--- config.mk ---
export PLATFORM = sky130hd
export DESIGN_NAME = out_mem_pix_tx
export DESIGN_NICKNAME = d
export VERILOG_FILES = /design/src/rtl/img_pkg.sv /design/src/rtl/out_line_serializer.sv /design/src/rtl/out_mem_pix_tx.sv
export SDC_FILE = /design/constraint.sdc
export NUM_CORES = 1
export LEC_CHECK = 0
export BUFFER_PORTS_ARGS = -buffer_cell sky130_fd_sc_hd__buf_2
export CAP_MARGIN = 20
export CELL_PAD_IN_SITES_DETAIL_PLACEMENT = 0
export CELL_PAD_IN_SITES_GLOBAL_PLACEMENT = 1
export CORE_ASPECT_RATIO = 0.75
export CORE_UTILIZATION = 44
export CTS_CLUSTER_SIZE = 12
export DETAILED_ROUTE_END_ITERATION = 8
export HOLD_SLACK_MARGIN = 0.15
export MAX_ROUTING_LAYER = met4
export PLACE_DENSITY = 0.86
export SKIP_CTS_REPAIR_TIMING = 1
export SYNTH_ARGS = -nofsm -noshare
export SYNTH_HDL_FRONTEND = slang
export SYNTH_SLANG_ARGS = --single-unit
--- constraint.sdc ---
create_clock -name clk -period 2.34 [get_ports clk]
set_input_delay 0.351 -clock clk [delete_from_list [all_inputs] [get_ports clk]]
set_output_delay 0.351 -clock clk [all_outputs]
set_load 0.005 [all_outputs]
--- src/rtl/img_pkg.sv ---
// Shared image-path constants and types for the mapper and the output-memory transmitter.
package img_pkg;

    localparam int NUM_LINES    = 64;
    localparam int PIX_PER_LINE = 16;
    localparam int PIX_W        = 8;
    localparam int DATA_W       = 128;
    localparam int ADDR_W       = 16;
    localparam int MEM_RD_LAT   = 2;
    localparam int LINE_CNT_W   = 7;
    localparam int PIX_IDX_W    = 4;

    localparam logic [ADDR_W-1:0] OUT_MEM_BASE = '0;

    typedef enum logic [1:0] {
        ST_IDLE = 2'd0,
        ST_RUN  = 2'd1,
        ST_DONE = 2'd2
    } tx_state_t;

endpackage

--- src/rtl/out_line_serializer.sv ---
// Holds the line currently being transmitted and shifts it out one pixel per handshake,
// reloading from the prefetch buffer so consecutive lines leave no gap.
module out_line_serializer
    import img_pkg::*;
(
    input  logic              clk,
    input  logic              reset,
    input  logic [DATA_W-1:0] i_pf_line,
    input  logic              i_pf_valid,
    input  logic              i_pix_ready,
    output logic [PIX_W-1:0]  o_pix_data,
    output logic              o_pix_valid,
    output logic              o_pix_sol,
    output logic              o_pix_eol,
    output logic              o_pf_load,
    output logic              o_line_done
);

    logic [DATA_W-1:0]    r_cur_line;
    logic                 r_cur_valid;
    logic [PIX_IDX_W-1:0] r_pix_idx;

    logic w_hs;
    logic w_last_pix;

    assign w_hs        = r_cur_valid && i_pix_ready;
    assign w_last_pix  = (r_pix_idx == PIX_IDX_W'(PIX_PER_LINE - 1));
    assign o_line_done = w_hs && w_last_pix;
    // Reload either into an empty slot or in the same cycle the last pixel leaves.
    assign o_pf_load   = i_pf_valid && (!r_cur_valid || o_line_done);

    always_ff @(posedge clk) begin
        if (reset) begin
            r_cur_line  <= '0;
            r_cur_valid <= 1'b0;
            r_pix_idx   <= '0;
        end else if (o_pf_load) begin
            r_cur_line  <= i_pf_line;
            r_cur_valid <= 1'b1;
            r_pix_idx   <= '0;
        end else if (o_line_done) begin
            r_cur_line  <= r_cur_line >> PIX_W;
            r_cur_valid <= 1'b0;
            r_pix_idx   <= '0;
        end else if (w_hs) begin
            r_cur_line  <= r_cur_line >> PIX_W;
            r_pix_idx   <= r_pix_idx + 1'b1;
        end
    end

    assign o_pix_data  = r_cur_line[PIX_W-1:0];
    assign o_pix_valid = r_cur_valid;
    assign o_pix_sol   = r_cur_valid && (r_pix_idx == '0);
    assign o_pix_eol   = r_cur_valid && w_last_pix;

endmodule

--- src/rtl/out_mem_pix_tx.sv ---
// Reads the mapped frame back from output memory line by line and streams it as
// 8-bit pixels; one prefetched line covers the memory read latency.
module out_mem_pix_tx
    import img_pkg::*;
(
    input  logic              clk,
    input  logic              reset,
    input  logic              start,
    output logic [ADDR_W-1:0] out_mem_rd_addr,
    input  logic [DATA_W-1:0] out_mem_rd_data,
    output logic [PIX_W-1:0]  pix_data,
    output logic              pix_valid,
    input  logic              pix_ready,
    output logic              pix_sol,
    output logic              pix_eol,
    output logic              pix_eof,
    output logic              busy,
    output logic              frame_done,
    output logic [1:0]        dbg_state
);

    localparam int RD_LAT = MEM_RD_LAT;

    tx_state_t r_state;
    tx_state_t w_state_nxt;

    logic [LINE_CNT_W-1:0] r_rd_line;
    logic [LINE_CNT_W-1:0] r_tx_line;
    logic [1:0]            r_lat_cnt;
    logic                  r_in_flight;
    logic [DATA_W-1:0]     r_pf_line;
    logic                  r_pf_valid;

    logic w_issue;
    logic w_capture;
    logic w_pf_load;
    logic w_line_done;
    logic w_last_line;
    logic w_frame_end;

    assign w_last_line = (r_tx_line == LINE_CNT_W'(NUM_LINES - 1));
    assign w_frame_end = w_line_done && w_last_line;

    always_ff @(posedge clk) begin
        if (reset) r_state <= ST_IDLE;
        else       r_state <= w_state_nxt;
    end

    always_comb begin
        w_state_nxt = r_state;
        case (r_state)
            ST_IDLE: if (start) w_state_nxt = ST_RUN;
            ST_RUN:  if (w_frame_end) w_state_nxt = ST_DONE;
            ST_DONE: w_state_nxt = ST_IDLE;
            default: w_state_nxt = ST_IDLE;
        endcase
    end

    // Line 0 is requested on the start edge so its address is on the bus the first busy cycle.
    assign w_issue   = ((r_state == ST_RUN) || ((r_state == ST_IDLE) && start))
                       && (r_rd_line < LINE_CNT_W'(NUM_LINES))
                       && !r_in_flight && !r_pf_valid;
    assign w_capture = r_in_flight && (r_lat_cnt == 2'(RD_LAT));

    always_ff @(posedge clk) begin
        if (reset) begin
            out_mem_rd_addr <= '0;
            r_rd_line       <= '0;
            r_lat_cnt       <= '0;
            r_in_flight     <= 1'b0;
        end else begin
            if (w_issue) begin
                out_mem_rd_addr <= OUT_MEM_BASE + ADDR_W'(r_rd_line);
                r_in_flight     <= 1'b1;
                r_lat_cnt       <= '0;
            end else if (w_capture) begin
                r_in_flight     <= 1'b0;
                r_lat_cnt       <= '0;
                r_rd_line       <= r_rd_line + 1'b1;
            end else if (r_in_flight) begin
                r_lat_cnt       <= r_lat_cnt + 1'b1;
            end
            if (r_state == ST_DONE) r_rd_line <= '0;
        end
    end

    // A capture only follows an issue made with pf empty, so it never meets a load.
    always_ff @(posedge clk) begin
        if (reset) begin
            r_pf_line  <= '0;
            r_pf_valid <= 1'b0;
        end else if (w_capture) begin
            r_pf_line  <= out_mem_rd_data;
            r_pf_valid <= 1'b1;
        end else if (w_pf_load) begin
            r_pf_valid <= 1'b0;
        end
    end

    always_ff @(posedge clk) begin
        if (reset)                  r_tx_line <= '0;
        else if (r_state == ST_DONE) r_tx_line <= '0;
        else if (w_line_done)       r_tx_line <= r_tx_line + 1'b1;
    end

    out_line_serializer u_ser (
        .clk         (clk),
        .reset       (reset),
        .i_pf_line   (r_pf_line),
        .i_pf_valid  (r_pf_valid),
        .i_pix_ready (pix_ready),
        .o_pix_data  (pix_data),
        .o_pix_valid (pix_valid),
        .o_pix_sol   (pix_sol),
        .o_pix_eol   (pix_eol),
        .o_pf_load   (w_pf_load),
        .o_line_done (w_line_done)
    );

    assign pix_eof    = pix_eol && w_last_line;
    assign busy       = (r_state == ST_RUN);
    assign frame_done = (r_state == ST_DONE);
    assign dbg_state  = r_state;

endmodule
Word level (Yosys, flattened, before mapping)
Cells that the tools add are included.

Register bits after elaboration: 288. Output and inout bits: 32. Logic and storage cells: 64. Bits of input ports: 132.

Add/sub/neg operators: 4. Multiplexer cells: 12. $lt $le $gt $ge: 1. Eq/ne operators: 7. Reductions and logical operators: 28. Bitwise operators: 1.

Operators by type and width (count): $mux 128 (3); $add 7x1->7 const B (2); $logic_and 1x1->1 (12); $eq 7x6->1 const B (1); $lt 7x7->1 const B (1); $mux 1 (6); $reduce_bool 2->1 (3); $reduce_or 3->1 (2); $add 4x1->4 const B (1); $eq 2x2->1 const B (2); $eq 4x4->1 const B (1); $logic_not 4->1 (1); $mux 2 (2); $pmux 2 s2 (1); $reduce_and 2->1 (2); $logic_not 1->1 (3); $reduce_bool 3->1 (1); $add 2x1->2 const B (1); $eq 2x1->1 const B (1); $logic_not 2->1 (1); $logic_or 1x1->1 (2); $ne 2x1->1 const B (1); $ne 2x2->1 const B (1); $reduce_or 2->1 (1); $not 1->1 (1).

Depth between registers and ports, before layout
Gate-level depths: netlist of the first run.

Depth after elaboration: 8. Depth in mapped cells: 8. Gate-level depth less buffers: 5.

Hierarchy
Synthesis of the first run repeated with hierarchy kept, for this count alone.

Cell total of the unflattened synthesis: 1313. Area, all modules: 12545.8 um2.

By module, submodules not included: out_line_serializer (times used 1, cells each 620, seq. area each 2662.6 um2, area each 6967.9 um2); out_mem_pix_tx (times used 1, cells each 693, seq. area each 3103.0 um2, area each 5577.8 um2).

Worst setup path before layout of the first run
Ideal clock, no wire load.

Path type: register to output. Start point: reg u_ser.r_cur_valid, in the netlist u_ser.o_pix_valid. End point: out pix_sol. Stages on the path, launching flop included: 7. Slack: 521 ps. Path buffers: 4. Arrival: 1468 ps. Required time: 1989 ps. Cell sequence: dfxtp_1 buf_4 buf_6 buf_4 clkinv_1 clkbuf_1 nor4b_1.

Longest elaborated chain between the ends: 1.

Ends and longest elaborated chain: from (decl) (line out_line_serializer.sv:20) `logic r_cur_valid;`; from (signal assigned) (line out_line_serializer.sv:35) `r_cur_valid <= 1'b0;`; from (signal assigned) (line out_line_serializer.sv:39) `r_cur_valid <= 1'b1;`; from (signal assigned) (line out_line_serializer.sv:43) `r_cur_valid <= 1'b0;`; $logic_and 1x1->1 (line out_line_serializer.sv:53) `assign o_pix_sol = r_cur_valid && (r_pix_idx == '0);`; to (decl) (line out_mem_pix_tx.sv:14) `output logic pix_sol,`.

No other way between the ends.

Worst setup path in the final report of the first run
Start point: reg u_ser.r_pix_idx[0]. End point: out pix_eof.

Longest elaborated chain between the ends: 3.

Ends and longest elaborated chain: from (decl) (line out_line_serializer.sv:21) `logic [PIX_IDX_W-1:0] r_pix_idx;`; from (signal assigned) (line out_line_serializer.sv:47) `r_pix_idx <= r_pix_idx + 1'b1;`; $eq 4x4->1 (line out_line_serializer.sv:27) `assign w_last_pix = (r_pix_idx == PIX_IDX_W'(PIX_PER_LINE - 1));`; $logic_and 1x1->1 (line out_line_serializer.sv:54) `assign o_pix_eol = r_cur_valid && w_last_pix;`; $logic_and 1x1->1 (line out_mem_pix_tx.sv:120) `assign pix_eof = pix_eol && w_last_line;`; to (decl) (line out_mem_pix_tx.sv:16) `output logic pix_eof,`.

No other way between the ends.

==> results of run 1 <==
==> cell usage in the layout (no fill, tap or decap), types with 6 or more instances in the layout <==
cell / netlist / routed
inv_1: 42 / 42
a2111oi_1: 64 / 64
nand3_1: 15 / 15
o22ai_1: 84 / 84
o21ai_0: 69 / 69
nand2_1: 278 / 277
a21oi_1: 161 / 161
clkbuf_1: 114 / 12
a2111oi_0: 14 / 14
nand2b_1: 170 / 169
o211ai_1: 8 / 8
a31oi_1: 35 / 35
clkbuf_16: 0 / 31
o211a_1: 33 / 33
nor2_1: 95 / 95
a2111oi_2: 6 / 6
buf_4: 23 / 21
conb_1: 1 / 9
dlygate4sd3_1: 0 / 129
dfxtp_1: 288 / 286
buf_2: 22 / 153
mux2i_1: 122 / 122
or4_1: 7 / 7
a2bb2oi_1: 8 / 8
buf_12: 1 / 17
==> flip-flops by register name, summed over array words and instances, names as in the netlist <==
name,flops
r_lat_cnt,2
r_rd_line,7
r_pf_valid,1
u_ser.r_cur_line,128
u_ser.r_pix_idx,4
out_mem_rd_addr,7
dbg_state,2
u_ser.o_pix_valid,1
r_pf_line,128
r_in_flight,1
r_tx_line,7
==> through the flow <==
stage | instance area (sq um) | total power, mW | setup slack, ns | std cells
6_report | 17400 | 10.1 | 0.105 | 2333
5_1_grt | 17400 | 10.5 | 0.000895 | 2333
4_1_cts | 16100 | 10.0 | -0.0845 | 2204
3_5_place_dp | 15200 | 5.46 | 0.271 | 2152
3_3_place_gp | 15200 | 5.45 | 0.372 | 2152
2_1_floorplan | 14200 | 5.27 | 0.521 | 1730
==> critical path: cells and delay by family, from the launching register on <==
kind | cells | cell delay (ns)
adders and majority gates | 1 | 0.28
DFF | 1 | 0.38
and+or+nand+nor | 2 | 0.32
buffers and inverters | 2 | 0.35
==> final timing paths <==
kind,from,end,slack [ns]
hold reg to reg,r_pf_line[48],r_pf_line[48],0.45
hold / removal,start,out_mem_rd_addr[3],0.26
setup / recovery,u_ser.r_pix_idx[0],pix_eof,0.10
setup reg to reg,u_ser.r_pix_idx[0],u_ser.r_cur_line[97],0.27
==> kinds of logic after synthesis <==
group	count (synthesis)	synth area share [%]
other	1	0.0264
buffers and inverters	219	7.32
XOR/XNOR	3	0.185
multiplexers	124	8.76
adder cells (fa/ha/maj)	5	0.441
AO/OA/AOI/OAI	491	23.2
AND/OR/NAND/NOR	591	19.5
flip-flops	288	40.6
==> power by group through the flow <==
stage	Combinational, mW	Sequential, mW	Clock [mW]
after floorplan	0.225	5.04	0
after global placement	0.400	5.05	0
after detailed placement	0.406	5.05	0
after CTS	0.408	4.94	4.65
after global routing	0.624	4.94	4.89
final	0.575	4.95	4.57
==> cell usage after synthesis (all sizes together) <==
cell type    n
nand2b     170
o221ai       1
o31ai        5
clkbuf     114
nand4b       1
mux2i      122
o21a         1
or4          7
nor4         1
nand4        5
or3          5
a21oi      161
a2111oi     84
inv         42
o211a       33
nor3         3
xor2         2
a31oi       35
and2         2
ha           5
nor2b        2
and4         2
buf         62
nand2      278
or2          1
mux2         2
clkinv       1
nor3b        1
nor4b        1
nor2        95
xnor2        1
o22ai       84
o211ai       8
conb         1
o21ai       69
o2111a       2
dfxtp      288
nand3b       2
nand3       15
a2bb2oi      8
==> per-layer routing <==
metal / wire length [microns] / vias to the layer above / share of wire, %
met4: 656 / 0 / 1.7
met5: 0 / - / 0
met1: 18800 / 6113 / 49
met3: 1670 / 47 / 4.4
met2: 17000 / 296 / 45
li1: - / 6411 / -
==> layout make-up <==
cell class | count | share of cell area, %
Clock buffer | 46 | 4.96
Multi-Input combinational cell | 1223 | 42.9
Timing Repair Buffer | 321 | 14.8
Clock inverter | 6 | 0.317
Inverter | 43 | 0.929
Tap cell | 406 | 2.92
Sequential cell | 288 | 33.2
==> flow_metrics.env, run 1 <==
export IMPL_met2_usage_pct=34.6
export IMPL_critPathRequiredTime_ns=1.99
export IMPL_synth_cells=1722
export IMPL_register_area_sq_um=5770
export IMPL_switching_power_mw=2.24
export IMPL_p_per_area_nw_per_um2=581
export IMPL_cp_end_kind="output port"
export IMPL_fill_cells=2930
export IMPL_synth_area_leader_cell="dfxtp_1"
export IMPL_via_per_inst=5.52
export IMPL_hold_viol_final=0
export IMPL_drtIter0Drc=986
export IMPL_place_port_buffers=154
export IMPL_utilization_pct=55.2
export IMPL_initial_core_util_pct=45.1
export IMPL_clkTransAtPathRegs_ns=0.06
export IMPL_busiest_layer="met2"
export IMPL_vias=12900
export IMPL_grtUsageMet3_pct=2.95
export IMPL_leakagePower_nw=5.69
export IMPL_tns_ns=0
export IMPL_slew_headroom_pct=55.1
export IMPL_remaining_drc_errors=0
export IMPL_grt_pass1_vias=11600
export IMPL_drv_slew=0
export IMPL_cp_max_fo=18
export IMPL_syn_area_sq_um=14200
export IMPL_finalCriticalPeriod_ns=2.24
export IMPL_outcome="complete, no violations"
export IMPL_htree_num_levels=1
export IMPL_cts_tree="yes"
export IMPL_ir_drop_mv=0.462
export IMPL_diodes=0
export IMPL_io_pins=164
export IMPL_grt_max_degree=143
export IMPL_clock_skew_ns=0.0118
export IMPL_setup_viol=0
export IMPL_hpwl_microns=24500
export IMPL_wire_per_inst_microns=16.4
export IMPL_crit_type="flop to output port"
export IMPL_maxCapViolCount=0
export IMPL_antenna_found_initial=0
export IMPL_clk_latency_ns=0.57
export IMPL_max_freq_mhz=447
export IMPL_cp_slowest_cell="dfxtp_1"
export IMPL_die_area_sq_um=33000
export IMPL_fin_crit_sh_pct=95.5
export IMPL_cts_buffers=30
export IMPL_internal_power_mw=7.85
export IMPL_max_slew_worst_pin_slew_ns=0.673
export IMPL_grtUsageMet1_pct=32.5
export IMPL_ys_types=47
export IMPL_p_sw_share_pct=22.2
export IMPL_rsz0062_at_grt="false"
export IMPL_area_growth_pct=22.5
export IMPL_avgSynthCellArea_sq_um=8.24
export IMPL_multiInputGateArea_sq_um=7450
export IMPL_p_clk_share_pct=45.3
export IMPL_cts_max_path_buffers=3
export IMPL_crit_arrival_ns=1.88
export IMPL_synth_top_cell_area_share_pct=40.6
export IMPL_die_width_microns=209
export IMPL_ys_seq_elements=288
export IMPL_grt_pass1_wl_microns=60400
export IMPL_grt_overflow=0
export IMPL_synthTopCellsByArea="dfxtp_1, mux2i_1, nand2b_1, nand2_1, a21oi_1"
export IMPL_fp_coreArea_sq_um=31500
export IMPL_place_congestion=0.804
export IMPL_slowest_delay_ns=0.38
export IMPL_seq_power_share_pct=49.0
export IMPL_whs_path_depth=4
export IMPL_cts_sinks=288
export IMPL_drive_gt1_share_pct=12.9
export IMPL_start_kind="flop"
export IMPL_wl_microns=38200
export IMPL_postRouteAntennaNets=0
export IMPL_cts_root_buf="clkbuf_16"
export IMPL_whs_ns=0.263
export IMPL_power_frac_comb_pct=5.7
export IMPL_die_y_microns=158
export IMPL_fin_nets=2044
export IMPL_r2r_cells=5
export IMPL_ys_warn_count=0
export IMPL_crit_chain="ha_1 -> nand4_1 -> buf_4 -> nor3_1 -> buf_2"
export IMPL_ys_seq_area_share_pct=40.6
export IMPL_worstHoldPathType="input pin to flop"
export IMPL_grtUsageTotal_pct=22.9
export IMPL_rows=56
export IMPL_dr_pass1_iters=5
(Power assumes the default switching activity.)
==> run 2, diff against run 1 <==
--- a/config.mk
+++ b/config.mk
@@ -14,7 +14,6 @@
 export CTS_CLUSTER_SIZE = 12
 export DETAILED_ROUTE_END_ITERATION = 8
 export HOLD_SLACK_MARGIN = 0.15
-export MAX_ROUTING_LAYER = met4
 export PLACE_DENSITY = 0.86
 export SKIP_CTS_REPAIR_TIMING = 1
 export SYNTH_ARGS = -nofsm -noshare
==> constraint.sdc (replaced) <==
create_clock -name clk -period 2.5 [get_ports clk]
set_input_delay 0.375 -clock clk [delete_from_list [all_inputs] [get_ports clk]]
set_output_delay 0.375 -clock clk [all_outputs]
set_load 0.005 [all_outputs]
==> flow_metrics.env, run 2 (synthesized netlist as in run 1, its figures left out) <==
export IMPL_outcome="complete, no violations"
export IMPL_max_freq_mhz=431
export IMPL_seq_power_share_pct=48.6
export IMPL_reg2reg_to="u_ser.r_cur_line[47]"
export IMPL_setup_viol=0
export IMPL_finalCriticalPeriod_ns=2.32
export IMPL_slew_headroom_pct=54.4
export IMPL_vias=12800
export IMPL_via_per_inst=5.50
export IMPL_dr_pass1_iters=5
export IMPL_drv_slew=0
export IMPL_area_growth_pct=21.8
export IMPL_worstHoldPathType="input pin to flop"
export IMPL_most_common_layout_cells="dfxtp_1, nand2_1, nand2b_1, a21oi_1, buf_2"
export IMPL_critPathBufInv=2
export IMPL_p_clk_share_pct=45.9
export IMPL_fp_coreArea_sq_um=31500
export IMPL_leakagePower_nw=5.66
export IMPL_max_slew_worst_pin_slew_ns=0.666
export IMPL_r2r_cells=5
export IMPL_grt_overflow=0
export IMPL_drtIter0Drc=972
export IMPL_grt_pass1_wl_microns=59000
export IMPL_p_per_area_nw_per_um2=552
export IMPL_rows=56
export IMPL_cts_sinks=288
export IMPL_grt_pass1_vias=11200
export IMPL_critPathRequiredTime_ns=2.12
export IMPL_rr_startpoint="u_ser.r_pix_idx[0]"
export IMPL_cp_end_kind="output port"
export IMPL_cpLargestDelayFamily="flip-flops"
export IMPL_crit_arrival_ns=1.95
export IMPL_drive_gt1_share_pct=12.8
export IMPL_largestRegisters="r_pf_line: 128 flops, u_ser.r_cur_line: 128 flops"
export IMPL_hpwl_microns=24000
export IMPL_switching_power_mw=2.09
export IMPL_start_kind="flop"
export IMPL_maxCapViolCount=0
export IMPL_remaining_drc_errors=0
export IMPL_grtUsageTotal_pct=21.8
export IMPL_clk_latency_ns=0.57
export IMPL_cts_tree="yes"
export IMPL_clkTransAtPathRegs_ns=0.06
export IMPL_whs_ns=0.142
export IMPL_power_frac_comb_pct=5.5
export IMPL_whs_path_depth=3
export IMPL_die_y_microns=158
export IMPL_cp_slowest_cell="dfxtp_4"
export IMPL_slowest_delay_ns=0.55
export IMPL_antenna_found_initial=0
export IMPL_die_width_microns=209
export IMPL_die_area_sq_um=33000
export IMPL_cp_depth=3
export IMPL_mostFrequentLayoutCell="dfxtp_1"
export IMPL_tns_ns=0
export IMPL_fin_crit_sh_pct=92.8
export IMPL_wl_microns=37700
export IMPL_place_congestion=0.795
export IMPL_clock_skew_ns=0.0113
export IMPL_cts_buffers=30
export IMPL_initial_core_util_pct=45.1
export IMPL_internal_power_mw=7.45
export IMPL_postRouteAntennaNets=0
export IMPL_rsz0062_at_grt="false"
export IMPL_crit_chain="clkinv_1 -> nor4b_1 -> buf_2"
export IMPL_fill_cells=2956
export IMPL_cts_max_path_buffers=3
export IMPL_crit_type="flop to output port"
export IMPL_cp_max_fo=28
export IMPL_cts_root_buf="clkbuf_16"
export IMPL_holdPathEnd="r_pf_line[119]"
export IMPL_htree_num_levels=1
export IMPL_timing_reg2reg_setup_slack_ns=0.49
export IMPL_hold_viol_final=0
export IMPL_diodes=0
export IMPL_p_sw_share_pct=21.9
export IMPL_place_port_buffers=154
export IMPL_fin_nets=2038
export IMPL_min_delay_start="out_mem_rd_data[119]"
export IMPL_ir_drop_mv=0.339
export IMPL_grt_max_degree=80
export IMPL_io_pins=164
export IMPL_wire_per_inst_microns=16.2
-- run 2: changes by cell type in the layout (fill, tap and decap cells not counted) --
cell           before  now
buf_12             17   11
clkbuf_8            4    8
clkbuf_1           12    9
buf_4              21   23
clkinv_2            5    3
dlygate4sd3_1     129  127
nor4b_1             0    1
nor4b_2             1    0
-- run 2: worst max-delay path by stage --
stage	slack [ns]	startpoint	endpoint
2_1_floorplan	0.66	u_ser.o_pix_valid	pix_sol
3_3_place_gp	0.49	pix_ready	u_ser.r_cur_line[0]
3_5_place_dp	0.43	pix_ready	u_ser.r_cur_line[45]
4_1_cts	0.10	u_ser.o_pix_valid	pix_sol
5_1_grt	0.08	u_ser.r_pix_idx[1]	pix_eof
6_report	0.18	u_ser.o_pix_valid	pix_sol
-- run 2: metrics by stage --
stage	std cells	setup slack (ns)	instance area [sq um]	utilization [%]	power, mW
floorplan	1730	0.657	14200	-	4.93
global placement	2148	0.486	15100	47.9	5.10
detailed placement	2148	0.427	15100	47.9	5.10
CTS	2199	0.104	16000	50.9	9.47
global route	2326	0.0847	17300	54.9	9.87
finish	2326	0.180	17300	54.9	9.53
-- run 2: power by group through the flow --
stage               Sequential [mW]  Combinational, mW  Clock [mW]
floorplan                      4.72              0.211           0
global placement               4.73              0.368           0
detailed placement             4.73              0.374           0
CTS                            4.63              0.376        4.46
global route                   4.63              0.577        4.66
finish                         4.63              0.528        4.38
-- run 2: area by class of cell --
type	count	area [sq um]	area share, %
multi-input combinational	1223	7440	43.1
sequential	288	5770	33.4
timing repair buffer	315	2440	14.1
clock inverter	4	45.0	0.261
tap	406	508	2.94
clock buffer	47	906	5.24
inverter	43	161	0.934
-- run 2: per-layer routing --
layer | vias up | share of wire [%] | GRT usage [%]
met5 | - | 0 | 0
met4 | 0 | 1.3 | 3.89
met3 | 42 | 4.4 | 3.35
met2 | 274 | 45 | 34.1
met1 | 6080 | 50 | 31.7
li1 | 6398 | - | -
-- run 2: worst register-to-register path, stage by stage (launching register included) --
cell and delay, ns:
dfxtp_1 0.38, ha_1 0.27, and4_4 0.29, buf_12 0.35
mux2i_1 0.18, a2111oi_1 0.42
==> run 3, diff against run 2 <==
--- a/config.mk
+++ b/config.mk
@@ -15,6 +15,7 @@
 export DETAILED_ROUTE_END_ITERATION = 8
 export HOLD_SLACK_MARGIN = 0.15
 export PLACE_DENSITY = 0.86
+export RECOVER_POWER = 100
 export SKIP_CTS_REPAIR_TIMING = 1
 export SYNTH_ARGS = -nofsm -noshare
 export SYNTH_HDL_FRONTEND = slang
==> flow_metrics.env, run 3 (synthesized netlist as in run 1, its figures left out) <==
export IMPL_placed_area_sq_um=15100
export IMPL_setup_ws_ns=0.211
export IMPL_p_per_area_nw_per_um2=556
export IMPL_layout_cells_non_filler=2326
export IMPL_start_kind="flop"
export IMPL_die_y_microns=158
export IMPL_whs_ns=0.137
export IMPL_fin_nets=2038
export IMPL_clock_skew_ns=0.0100
export IMPL_postRouteAntennaNets=0
export IMPL_cts_max_path_buffers=3
export IMPL_dp_cells=2148
export IMPL_antenna_found_initial=0
export IMPL_crit_arrival_ns=1.91
export IMPL_critPathRequiredTime_ns=2.12
export IMPL_ir_drop_mv=0.339
export IMPL_clkTransAtPathRegs_ns=0.06
export IMPL_cp_max_fo=28
export IMPL_p_clk_share_pct=46.0
export IMPL_htree_num_levels=1
export IMPL_grt_pass1_wl_microns=59000
export IMPL_fin_crit_sh_pct=91.6
export IMPL_maxCapViolCount=0
export IMPL_most_common_layout_cells="dfxtp_1, nand2_1, nand2b_1, a21oi_1, buf_2"
export IMPL_holdPathEnd="r_pf_line[119]"
export IMPL_crit_type="flop to output port"
export IMPL_dr_pass1_iters=6
export IMPL_r2r_cells=4
export IMPL_timing_reg2reg_setup_slack_ns=0.23
export IMPL_setup_viol=0
export IMPL_cts_buffers=30
export IMPL_drtIter0Drc=977
export IMPL_grt_pass1_vias=11200
export IMPL_mostFrequentLayoutCell="dfxtp_1"
export IMPL_die_width_microns=209
export IMPL_rows=56
export IMPL_place_congestion=0.795
export IMPL_slew_headroom_pct=44.9
export IMPL_fill_cells=3001
export IMPL_largestRegisters="r_pf_line: 128 flops, u_ser.r_cur_line: 128 flops"
export IMPL_wl_microns=37800
export IMPL_p_sw_share_pct=21.9
export IMPL_cts_sinks=288
export IMPL_initial_core_util_pct=45.1
export IMPL_power_mw=9.53
export IMPL_hold_viol_final=0
export IMPL_place_ws_ns=0.427
export IMPL_vias=12800
export IMPL_wire_per_inst_microns=16.2
export IMPL_grt_max_degree=80
export IMPL_area_growth_pct=20.8
export IMPL_fin_area_sq_um=17100
export IMPL_leakagePower_nw=5.59
export IMPL_min_delay_start="out_mem_rd_data[119]"
export IMPL_seq_power_share_pct=48.6
export IMPL_diodes=0
export IMPL_max_freq_mhz=437
export IMPL_internal_power_mw=7.44
export IMPL_fp_coreArea_sq_um=31500
export IMPL_max_slew_worst_pin_slew_ns=0.823
export IMPL_switching_power_mw=2.09
export IMPL_tns_ns=0
export IMPL_utilization_pct=54.5
export IMPL_cp_end_kind="output port"
export IMPL_outcome="complete, no violations"
export IMPL_worstHoldPathType="input pin to flop"
export IMPL_grt_overflow=0
export IMPL_cts_tree="yes"
export IMPL_reg2reg_to="u_ser.r_cur_line[54]"
export IMPL_finalCriticalPeriod_ns=2.29
export IMPL_die_area_sq_um=33000
export IMPL_clk_latency_ns=0.57
export IMPL_rr_startpoint="r_pf_valid"
export IMPL_remaining_drc_errors=0
export IMPL_grtUsageTotal_pct=21.8
export IMPL_via_per_inst=5.52
export IMPL_hpwl_microns=24000
export IMPL_place_port_buffers=154
export IMPL_drv_slew=0
export IMPL_power_frac_comb_pct=5.5
export IMPL_cts_root_buf="clkbuf_16"
export IMPL_drive_gt1_share_pct=11.8
export IMPL_whs_path_depth=3
export IMPL_rsz0062_at_grt="false"
export IMPL_io_pins=164
run 3: worst max path at each step:
| stage | from | endpoint | cells after the start |
|---|---|---|---|
| global placement | pix_ready | u_ser.r_cur_line[0] | 5 |
| global route | r_pf_valid | u_ser.r_cur_line[48] | 4 |
| finish | u_ser.o_pix_valid | pix_sol | 3 |
| CTS | u_ser.o_pix_valid | pix_sol | 3 |
| floorplan | u_ser.o_pix_valid | pix_sol | 6 |
| detailed placement | pix_ready | u_ser.r_cur_line[45] | 5 |
run 3: cell type report:
type,instances,area (sq um),area share [%]
Sequential cell,288,5770,33.6
Clock inverter,4,45.0,0.263
Clock buffer,47,906,5.28
Tap cell,406,508,2.96
Inverter,43,161,0.941
Multi-Input combinational cell,1223,7340,42.8
Timing Repair Buffer,315,2420,14.1
run 3: critical path: stages, from the launching register on:
cell	delay (ns)
dfxtp_4	0.55
clkinv_1	0.14
nor4b_1	0.49
clkbuf_1	0.17
run 3: power by group through the flow:
stage                     logic [mW]  registers [mW]  clock network, mW
after floorplan                0.211            4.72                  0
after global placement         0.368            4.73                  0
after detailed placement       0.374            4.73                  0
after CTS                      0.376            4.63               4.46
after global routing           0.569            4.63               4.66
final                          0.520            4.63               4.38
run 3: per-layer routing:
metal  GRT usage, %  wire (microns)
met5              0               0
met4           3.89             512
met3           3.35            1700
met1           31.7           18700
met2           34.1           16800
